`config.mk`:
```
export PLATFORM = sky130hd
export DESIGN_NAME = pe_acc
export DESIGN_NICKNAME = d
export VERILOG_FILES = /design/src/rtl/pe_pkg.sv /design/src/rtl/pe_add_level.sv /design/src/rtl/pe_acc.sv
export SDC_FILE = /design/constraint.sdc
export NUM_CORES = 2
export LEC_CHECK = 0
export ABC_CLOCK_PERIOD_IN_PS = 8100
export BUFFER_PORTS_ARGS = -buffer_cell sky130_fd_sc_hd__buf_2
export CELL_PAD_IN_SITES_DETAIL_PLACEMENT = 0
export CELL_PAD_IN_SITES_GLOBAL_PLACEMENT = 1
export CORE_MARGIN = 5
export CORE_UTILIZATION = 40
export CTS_BUF_LIST = sky130_fd_sc_hd__clkbuf_4 sky130_fd_sc_hd__clkbuf_8
export CTS_CLUSTER_SIZE = 8
export DETAILED_ROUTE_END_ITERATION = 12
export GPL_TIMING_DRIVEN = 0
export PLACE_DENSITY = 0.81
export REMOVE_ABC_BUFFERS = 1
export SYNTH_ARGS = -nofsm -noshare
export SYNTH_HDL_FRONTEND = slang
export SYNTH_SLANG_ARGS = --single-unit
export TNS_END_PERCENT = 1
```
`constraint.sdc`:
```
create_clock -name clk -period 8.1 [get_ports clk]
set_input_delay 0.81 -clock clk [delete_from_list [all_inputs] [get_ports clk]]
set_output_delay 0.81 -clock clk [all_outputs]
set_load 0.02 [all_outputs]
```
`src/rtl/pe_pkg.sv`:
```
// Shared constants, accumulator state encoding and lane helper for the pe_acc slice.
package pe_pkg;

    localparam int LANES     = 32;
    localparam int PROD_W    = 32;
    localparam int TREE_LVLS = 5;
    localparam int TREE_W    = PROD_W + TREE_LVLS;

    typedef enum logic {
        ACC_IDLE = 1'b0,
        ACC_RUN  = 1'b1
    } acc_state_t;

    function automatic logic [PROD_W-1:0] lane_slice(
        input logic [LANES*PROD_W-1:0] vec,
        input int unsigned             idx
    );
        return vec[idx*PROD_W +: PROD_W];
    endfunction

endpackage

```
`src/rtl/pe_add_level.sv`:
```
// One registered level of the reduction tree: N signed IN_W-bit inputs summed
// pairwise into N/2 sign-extended (IN_W+1)-bit outputs, with valid/last alongside.
module pe_add_level #(
    parameter int N    = 32,
    parameter int IN_W = 32
) (
    input  logic                        clk,
    input  logic                        rst_n,
    input  logic                        en,
    input  logic                        valid,
    input  logic                        last,
    input  logic [N*IN_W-1:0]           data,
    output logic                        sum_valid,
    output logic                        sum_last,
    output logic [(N/2)*(IN_W+1)-1:0]   sum
);

    localparam int SUM_W = IN_W + 1;

    always_ff @(posedge clk or negedge rst_n) begin
        if (!rst_n) begin
            sum_valid <= 1'b0;
            sum_last  <= 1'b0;
        end else if (en) begin
            sum_valid <= valid;
            sum_last  <= last;
        end
    end

    genvar gi;
    generate
        for (gi = 0; gi < N/2; gi++) begin : g_pair
            logic [IN_W-1:0]  a;
            logic [IN_W-1:0]  b;
            logic [SUM_W-1:0] pair_reg;

            assign a = data[(2*gi)*IN_W   +: IN_W];
            assign b = data[(2*gi+1)*IN_W +: IN_W];

            always_ff @(posedge clk or negedge rst_n) begin
                if (!rst_n) begin
                    pair_reg <= '0;
                end else if (en) begin
                    pair_reg <= {a[IN_W-1], a} + {b[IN_W-1], b};
                end
            end

            assign sum[gi*SUM_W +: SUM_W] = pair_reg;
        end
    endgenerate

endmodule

```
`src/rtl/pe_acc.sv`:
```
// Dot-product stage: 5-level registered adder tree over 32 int32 lanes, packet
// accumulator and valid/ready result register. PE_ACC_SAT_EN selects saturating narrowing.
module pe_acc
    import pe_pkg::*;
#(
    parameter int ACC_W = 48,
    parameter int OUT_W = 32
) (
    input  logic                      clk,
    input  logic                      rst_n,
    input  logic                      mult_valid,
    output logic                      mult_ready,
    input  logic                      mult_last,
    input  logic [LANES*PROD_W-1:0]   mult_result,
    output logic                      acc_valid,
    input  logic                      acc_ready,
    output logic [OUT_W-1:0]          acc_result
);

    logic en;
    logic accept;

    assign en         = ~(acc_valid & ~acc_ready);
    assign mult_ready = en;
    assign accept     = mult_valid & en;

    genvar gi;
    generate
        for (gi = 0; gi < TREE_LVLS; gi++) begin : g_lvl
            localparam int N    = LANES >> gi;
            localparam int IN_W = PROD_W + gi;

            logic [N*IN_W-1:0]          data;
            logic                       valid;
            logic                       last;
            logic [(N/2)*(IN_W+1)-1:0]  sum;
            logic                       sum_valid;
            logic                       sum_last;

            if (gi == 0) begin : g_src
                assign data  = mult_result;
                assign valid = accept;
                assign last  = mult_last;
            end else begin : g_chain
                assign data  = g_lvl[gi-1].sum;
                assign valid = g_lvl[gi-1].sum_valid;
                assign last  = g_lvl[gi-1].sum_last;
            end

            pe_add_level #(
                .N    (N),
                .IN_W (IN_W)
            ) u_level (
                .clk       (clk),
                .rst_n     (rst_n),
                .en        (en),
                .valid     (valid),
                .last      (last),
                .data      (data),
                .sum_valid (sum_valid),
                .sum_last  (sum_last),
                .sum       (sum)
            );
        end
    endgenerate

    logic [TREE_W-1:0] tree_sum;
    logic              tree_valid;
    logic              tree_last;

    assign tree_sum   = g_lvl[TREE_LVLS-1].sum;
    assign tree_valid = g_lvl[TREE_LVLS-1].sum_valid;
    assign tree_last  = g_lvl[TREE_LVLS-1].sum_last;

    acc_state_t        state_reg, state_next;
    logic [ACC_W-1:0]  acc_reg, acc_next;
    logic              res_valid_reg, res_valid_next;
    logic [OUT_W-1:0]  res_reg, res_next;

    logic [ACC_W-1:0]  sum_ext;
    logic [ACC_W-1:0]  final_val;
    logic [OUT_W-1:0]  narrowed;

    assign sum_ext   = {{(ACC_W-TREE_W){tree_sum[TREE_W-1]}}, tree_sum};
    // In IDLE the accumulator is zero by construction, so the sum alone is the total.
    assign final_val = (state_reg == ACC_RUN) ? acc_reg + sum_ext : sum_ext;

`ifdef PE_ACC_SAT_EN
    logic [ACC_W-OUT_W:0] final_hi;

    assign final_hi = final_val[ACC_W-1:OUT_W-1];

    always_comb begin
        narrowed = final_val[OUT_W-1:0];
        if (!((&final_hi) || (~|final_hi))) begin
            narrowed = final_val[ACC_W-1] ? {1'b1, {(OUT_W-1){1'b0}}}
                                          : {1'b0, {(OUT_W-1){1'b1}}};
        end
    end
`else
    logic unused_final_hi;

    assign narrowed        = final_val[OUT_W-1:0];
    assign unused_final_hi = ^final_val[ACC_W-1:OUT_W];
`endif

    always_comb begin
        state_next     = state_reg;
        acc_next       = acc_reg;
        res_valid_next = res_valid_reg;
        res_next       = res_reg;
        if (en) begin
            if (res_valid_reg && acc_ready) begin
                res_valid_next = 1'b0;
            end
            if (tree_valid) begin
                if (tree_last) begin
                    res_valid_next = 1'b1;
                    res_next       = narrowed;
                    acc_next       = '0;
                    state_next     = ACC_IDLE;
                end else begin
                    acc_next       = final_val;
                    state_next     = ACC_RUN;
                end
            end
        end
    end

    always_ff @(posedge clk or negedge rst_n) begin
        if (!rst_n) begin
            state_reg     <= ACC_IDLE;
            acc_reg       <= '0;
            res_valid_reg <= 1'b0;
            res_reg       <= '0;
        end else begin
            state_reg     <= state_next;
            acc_reg       <= acc_next;
            res_valid_reg <= res_valid_next;
            res_reg       <= res_next;
        end
    end

    assign acc_valid  = res_valid_reg;
    assign acc_result = res_reg;

endmodule

```
Word level (Yosys, flattened, before mapping) --
Cells that the tools add are included.
Cells by class: bitwise gates (word level) 4, reduce and logical (&&, ||, !) cells 3, add/subtract/negate cells 32, mux-type cells 6
Operators by type and width (count):
- 32-bit by 32-bit adder with 33-bit output | 16
- 33-bit by 33-bit adder with 34-bit output | 8
- 34-bit by 34-bit adder with 35-bit output | 4
- 48-bit 2-to-1 mux | 2
- 35-bit by 35-bit adder with 36-bit output | 2
- 48-bit adder | 1
- 36-bit by 36-bit adder with 37-bit output | 1
- 1-bit 2-to-1 mux | 4
- 3-bit AND reduction | 1
- 1-bit AND | 2
- 1-bit inverter | 2
- 2-bit AND reduction | 1
- 1-bit logical AND | 1
Storage, ports and cells: bits of input ports 1029, logic and storage cells 90, bits in registers 1141, output and inout port bits 34

Longest topological paths before layout --
word-level depth 4, depth in mapped cells 12, mapped depth without buffers 12

Modules after synthesis --
A second synthesis with hierarchy kept.
Unflattened totals: cells, all modules 10317, area, all modules 95072.4 um^2
By module, submodules not included:
- pe_add_level (g_lvl[0].u_level) | cells each 4730, sequential area each 13262.7 um^2, times used 1, area each 44222.4 um^2
- pe_add_level (g_lvl[1].u_level) | cells each 2633, sequential area each 6856.6 um^2, times used 1, area each 23867.9 um^2
- pe_add_level (g_lvl[2].u_level) | cells each 1346, sequential area each 3553.4 um^2, times used 1, area each 12419.4 um^2
- pe_add_level (g_lvl[3].u_level) | cells each 741, sequential area each 1851.8 um^2, times used 1, area each 6670.1 um^2
- pe_acc | cells each 499, sequential area each 1651.6 um^2, times used 1, area each 4451.8 um^2
- pe_add_level (g_lvl[4].u_level) | cells each 368, sequential area each 975.9 um^2, times used 1, area each 3440.8 um^2

Worst setup path before layout --
No wires, ideal clock.
path type input -> register, from input mult_result[960], to register g_lvl[0].u_level.g_pair[15].pair_reg[24], data required time 7.971 ns, library setup time 0.129 ns, arrival 3.509 ns, buffers on the path 0, setup slack 4.463 ns, stages 12, path through ha_1 -> fa_1 -> a21oi_1 -> o22ai_1 -> o41ai_1 -> o41ai_2 -> a221oi_1 -> o21ai_1 -> a31o_2 -> a21oi_1 -> xor2_1 -> o21ai_1
On the way: longest elaborated chain between the ends 1
RTL lines:
- from (decl) | RTL line pe_acc.sv:14 | input logic [LANES*PROD_W-1:0] mult_result,
- 32-bit by 32-bit adder with 33-bit output | RTL line pe_add_level.sv:44 | pair_reg <= {a[IN_W-1], a} + {b[IN_W-1], b};
- to (signal assigned) | RTL line pe_add_level.sv:44
- to (decl) | RTL line pe_add_level.sv:35 | logic [SUM_W-1:0] pair_reg;
Every way passes these cells. A chain may end at the register's enable or synchronous reset.

Final worst setup path --
from register res_valid_reg (netlist: acc_valid), to output mult_ready
On the way: longest elaborated chain between the ends 2
RTL lines:
- from (decl) | RTL line pe_acc.sv:77 | logic res_valid_reg, res_valid_next;
- from (signal assigned) | RTL line pe_acc.sv:139 | res_valid_reg <= res_valid_next;
- 1-bit AND | RTL line pe_acc.sv:23 | assign en = ~(acc_valid & ~acc_ready);
- 1-bit inverter (no source line)
- to (decl) | RTL line pe_acc.sv:12 | output logic mult_ready,
Every way passes these cells.

==> metrics.txt <==
outcome finished, final reports clean; Ports between 1k and 1.5k; num rows ~170; P_leak roughly 47 nW; Distinct cells, synth roughly 90; RSZ-0062 raised after global routing no; DR DRC count 0; clk buf depth 3; Async SR Flop Fraction 1.00; initial antenna violation count 24; Fmax 205 MHz; Final min period 4.89 ns; worst hold path class input pin to flip-flop; DR WL/cell roughly 20 µm; final slew viol count 0; CP bufs+invs 7; Post-Route WL 285 mm; Final Hold Fails 0; Post-DP HPWL 232 mm; via count roughly 78k; Layout Utilization 0.464; Avg Cell Area, Syn 8.41 µm²; number of flip-flops in the largest register 960; Max-Cap Viols 0; Critical-path top delay cell nor2b_4; Worst Reg-to-Reg Cells 11; 1st-iter DRT viols about 5.4k; pin slew with the least headroom to its limit 1.32 ns; CTS Root Cell clkbuf_8; CTS sink count roughly 1.1k; area post-placement around 94000 µm²; layout cell share with drive strength beyond 1 0.136; Core Footprint between 200000 and 250000 µm²; Setup WS post-layout about 3.2 ns; first-pass detailed-route iteration total 6; TritonCTS clock tree built; # fillers 21.1k; CP most frequent cell buf_16; hold slack 0.192 ns; vias per cell around 5.6; max_slew headroom 0.117; skew final a little under 0.07 ns; data arrival time of the critical path between 4 and 5 ns; Die Wd between 400 and 500 µm; Initial Util 0.402; dpl ws about 2.5 ns; # H-tree levels 4; largest net degree at the start of global routing 168; Final Wtd Congestion 0.945; CP Data Required Time 7.29 ns; vias in the first global route about 76k; Die ar. 223000 µm²; mapped cell area around 85000 µm²; Clock Pin Slew Worst Setup and Hold Paths about 0.060 ns; CTS Buf Count 197; Final ANT Viol Nets 0; post-layout instance area between 90000 and 100000 µm²; CP max FO 138; top_reg_cell synth dfrtp_1; Area Overhead vs Synth 15.5%; post-synthesis register bit count between 1k and 1.5k; endpoints failing setup 0; number of flops mapped to enable cells by yosys 0; Max IR drop VDD 0.000248 V; GRT overflow 0; CP Depth 8; Worst path max stage delay approximately 0.53 ns; startpoint types flip-flop; crit path cell chain nor2b_4, buf_12, buf_12, buf_16, clkinv_4, buf_16, buf_16, buf_2; port bufs 1062; Clock Latency Late Sink between 0.9 and 1 ns; hold path cells 3; first-pass GRT wire length 439 mm; Post-Synthesis Cells 10.2k; Seq/Total Area, Yosys 0.313; CP Capture Type primary output; fin nets about 13k; Crit Path Class flip-flop to primary output; P per Cell Area between 400 and 500 nW/µm²; Tcrit/Tclk final 0.603; setup_tns 0 ns; CP delay by family, top buffers and inverters; Die Y-Extent ~470 µm; Total GRT Usage 0.246; Ys Warns 0
-- worst min-delay path, cell delays in order --
cell     delay [ns]
buf_2          0.11
nand2_1        0.07
nand2_1        0.06
-- final timing paths --
kind	startpoint	end	slack [ns]
hold / removal	mult_valid	g_lvl[0].u_level.sum_valid	0.19
max in group asynchronous	rst_n	state_reg	5.23
min in group asynchronous	rst_n	g_lvl[0].u_level.g_pair[2].pair_reg[4]	0.38
hold reg to reg	g_lvl[3].u_level.sum_valid	g_lvl[3].u_level.sum_valid	0.47
setup reg to reg	acc_valid	acc_reg[29]	3.38
setup / recovery	acc_valid	mult_ready	3.21
-- cells in the final DEF (no fill, tap or decap), types with 77 or more instances in the layout --
cell type	n
a21oi_1	1349
nand2_1	1086
dfrtp_1	1067
buf_2	1062
ha_1	992
nor2_1	931
o21ai_0	820
a21o_1	504
xnor2_1	447
xor2_1	428
clkbuf_8	250
inv_1	247
nand3_1	191
o21bai_1	148
a211oi_1	143
nor3_1	121
nand2b_1	107
nor2b_1	98
o31ai_1	92
a31oi_1	88
nand4_1	86
o21a_1	80
and3_1	77
-- stage by stage --
| stage | instances | power, mW |
|---|---|---|
| 2_1_floorplan | 9816 | 28.0 |
| 3_3_place_gp | 13700 | 32.9 |
| 3_5_place_dp | 13700 | 35.8 |
| 4_1_cts | 14100 | 42.1 |
| 5_1_grt | 14100 | 45.6 |
| 6_report | 14100 | 41.9 |
-- power breakdown --
group          internal, mW  switching, mW
Clock                  3.45           2.52
Sequential             7.97           2.19
Combinational          10.4           15.3
Total                  21.8           20.0
-- cells in the mapped netlist, types with 86 or more instances --
cell	n	area (µm²)
inv_1	247	927
nand3_1	191	956
dfrtp_1	1068	26700
nand2_1	1088	4080
clkbuf_1	305	1140
xor2_1	428	3750
nand2b_1	107	669
o21ai_0	820	4100
nor2_1	931	3490
nor2b_1	99	619
ha_1	992	12400
a31oi_1	88	551
xnor2_1	447	3920
o31ai_1	92	691
nand4_1	86	538
o21bai_1	148	1110
a21oi_1	1349	6750
a211oi_1	143	1070
a21o_1	504	3780
nor3_1	121	606
-- routing by layer --
metal	vias up	part of all wire	track usage
li1	38700	-	-
met3	337	0.057	0.0404
met2	2127	0.44	0.391
met1	37200	0.47	0.348
met4	16	0.026	0.0660
met5	-	0.00032	0
-- cell type report --
type / instances / area (µm²) / area share
Multi-Input combinational cell: 8500 / 56400 / 0.573
Clock buffer: 293 / 3760 / 0.0382
Clock inverter: 65 / 778 / 0.00789
Timing Repair Buffer: 1108 / 6370 / 0.0647
Inverter: 248 / 936 / 0.00949
Sequential cell: 1068 / 26700 / 0.271
Antenna cell: 12 / 30.0 / 0.000305
Tap cell: 2821 / 3530 / 0.0358
-- logic make-up (layout without fill, tap and decap cells) --
logic type,count (synthesis),in the layout,synth area share
xor+xnor,875,875,0.0898
simple gates,2923,2923,0.153
fa+ha+maj,1024,1024,0.153
mux,49,49,0.00589
compound gates,3629,3629,0.259
buf+inv,584,1714,0.0257
flops,1068,1068,0.313
other cells,0,12,0
-- what timing repair did --
item | 4_1_cts | 5_1_grt
setup buffers | 0 | 0
hold buffers | 2 | 0
resized for setup | 0 | 0
endpoints found under the hold margin | 66 | 0
endpoints found under the setup margin | 0 | 0
Note: power is estimated with default switching activity, not from simulation.
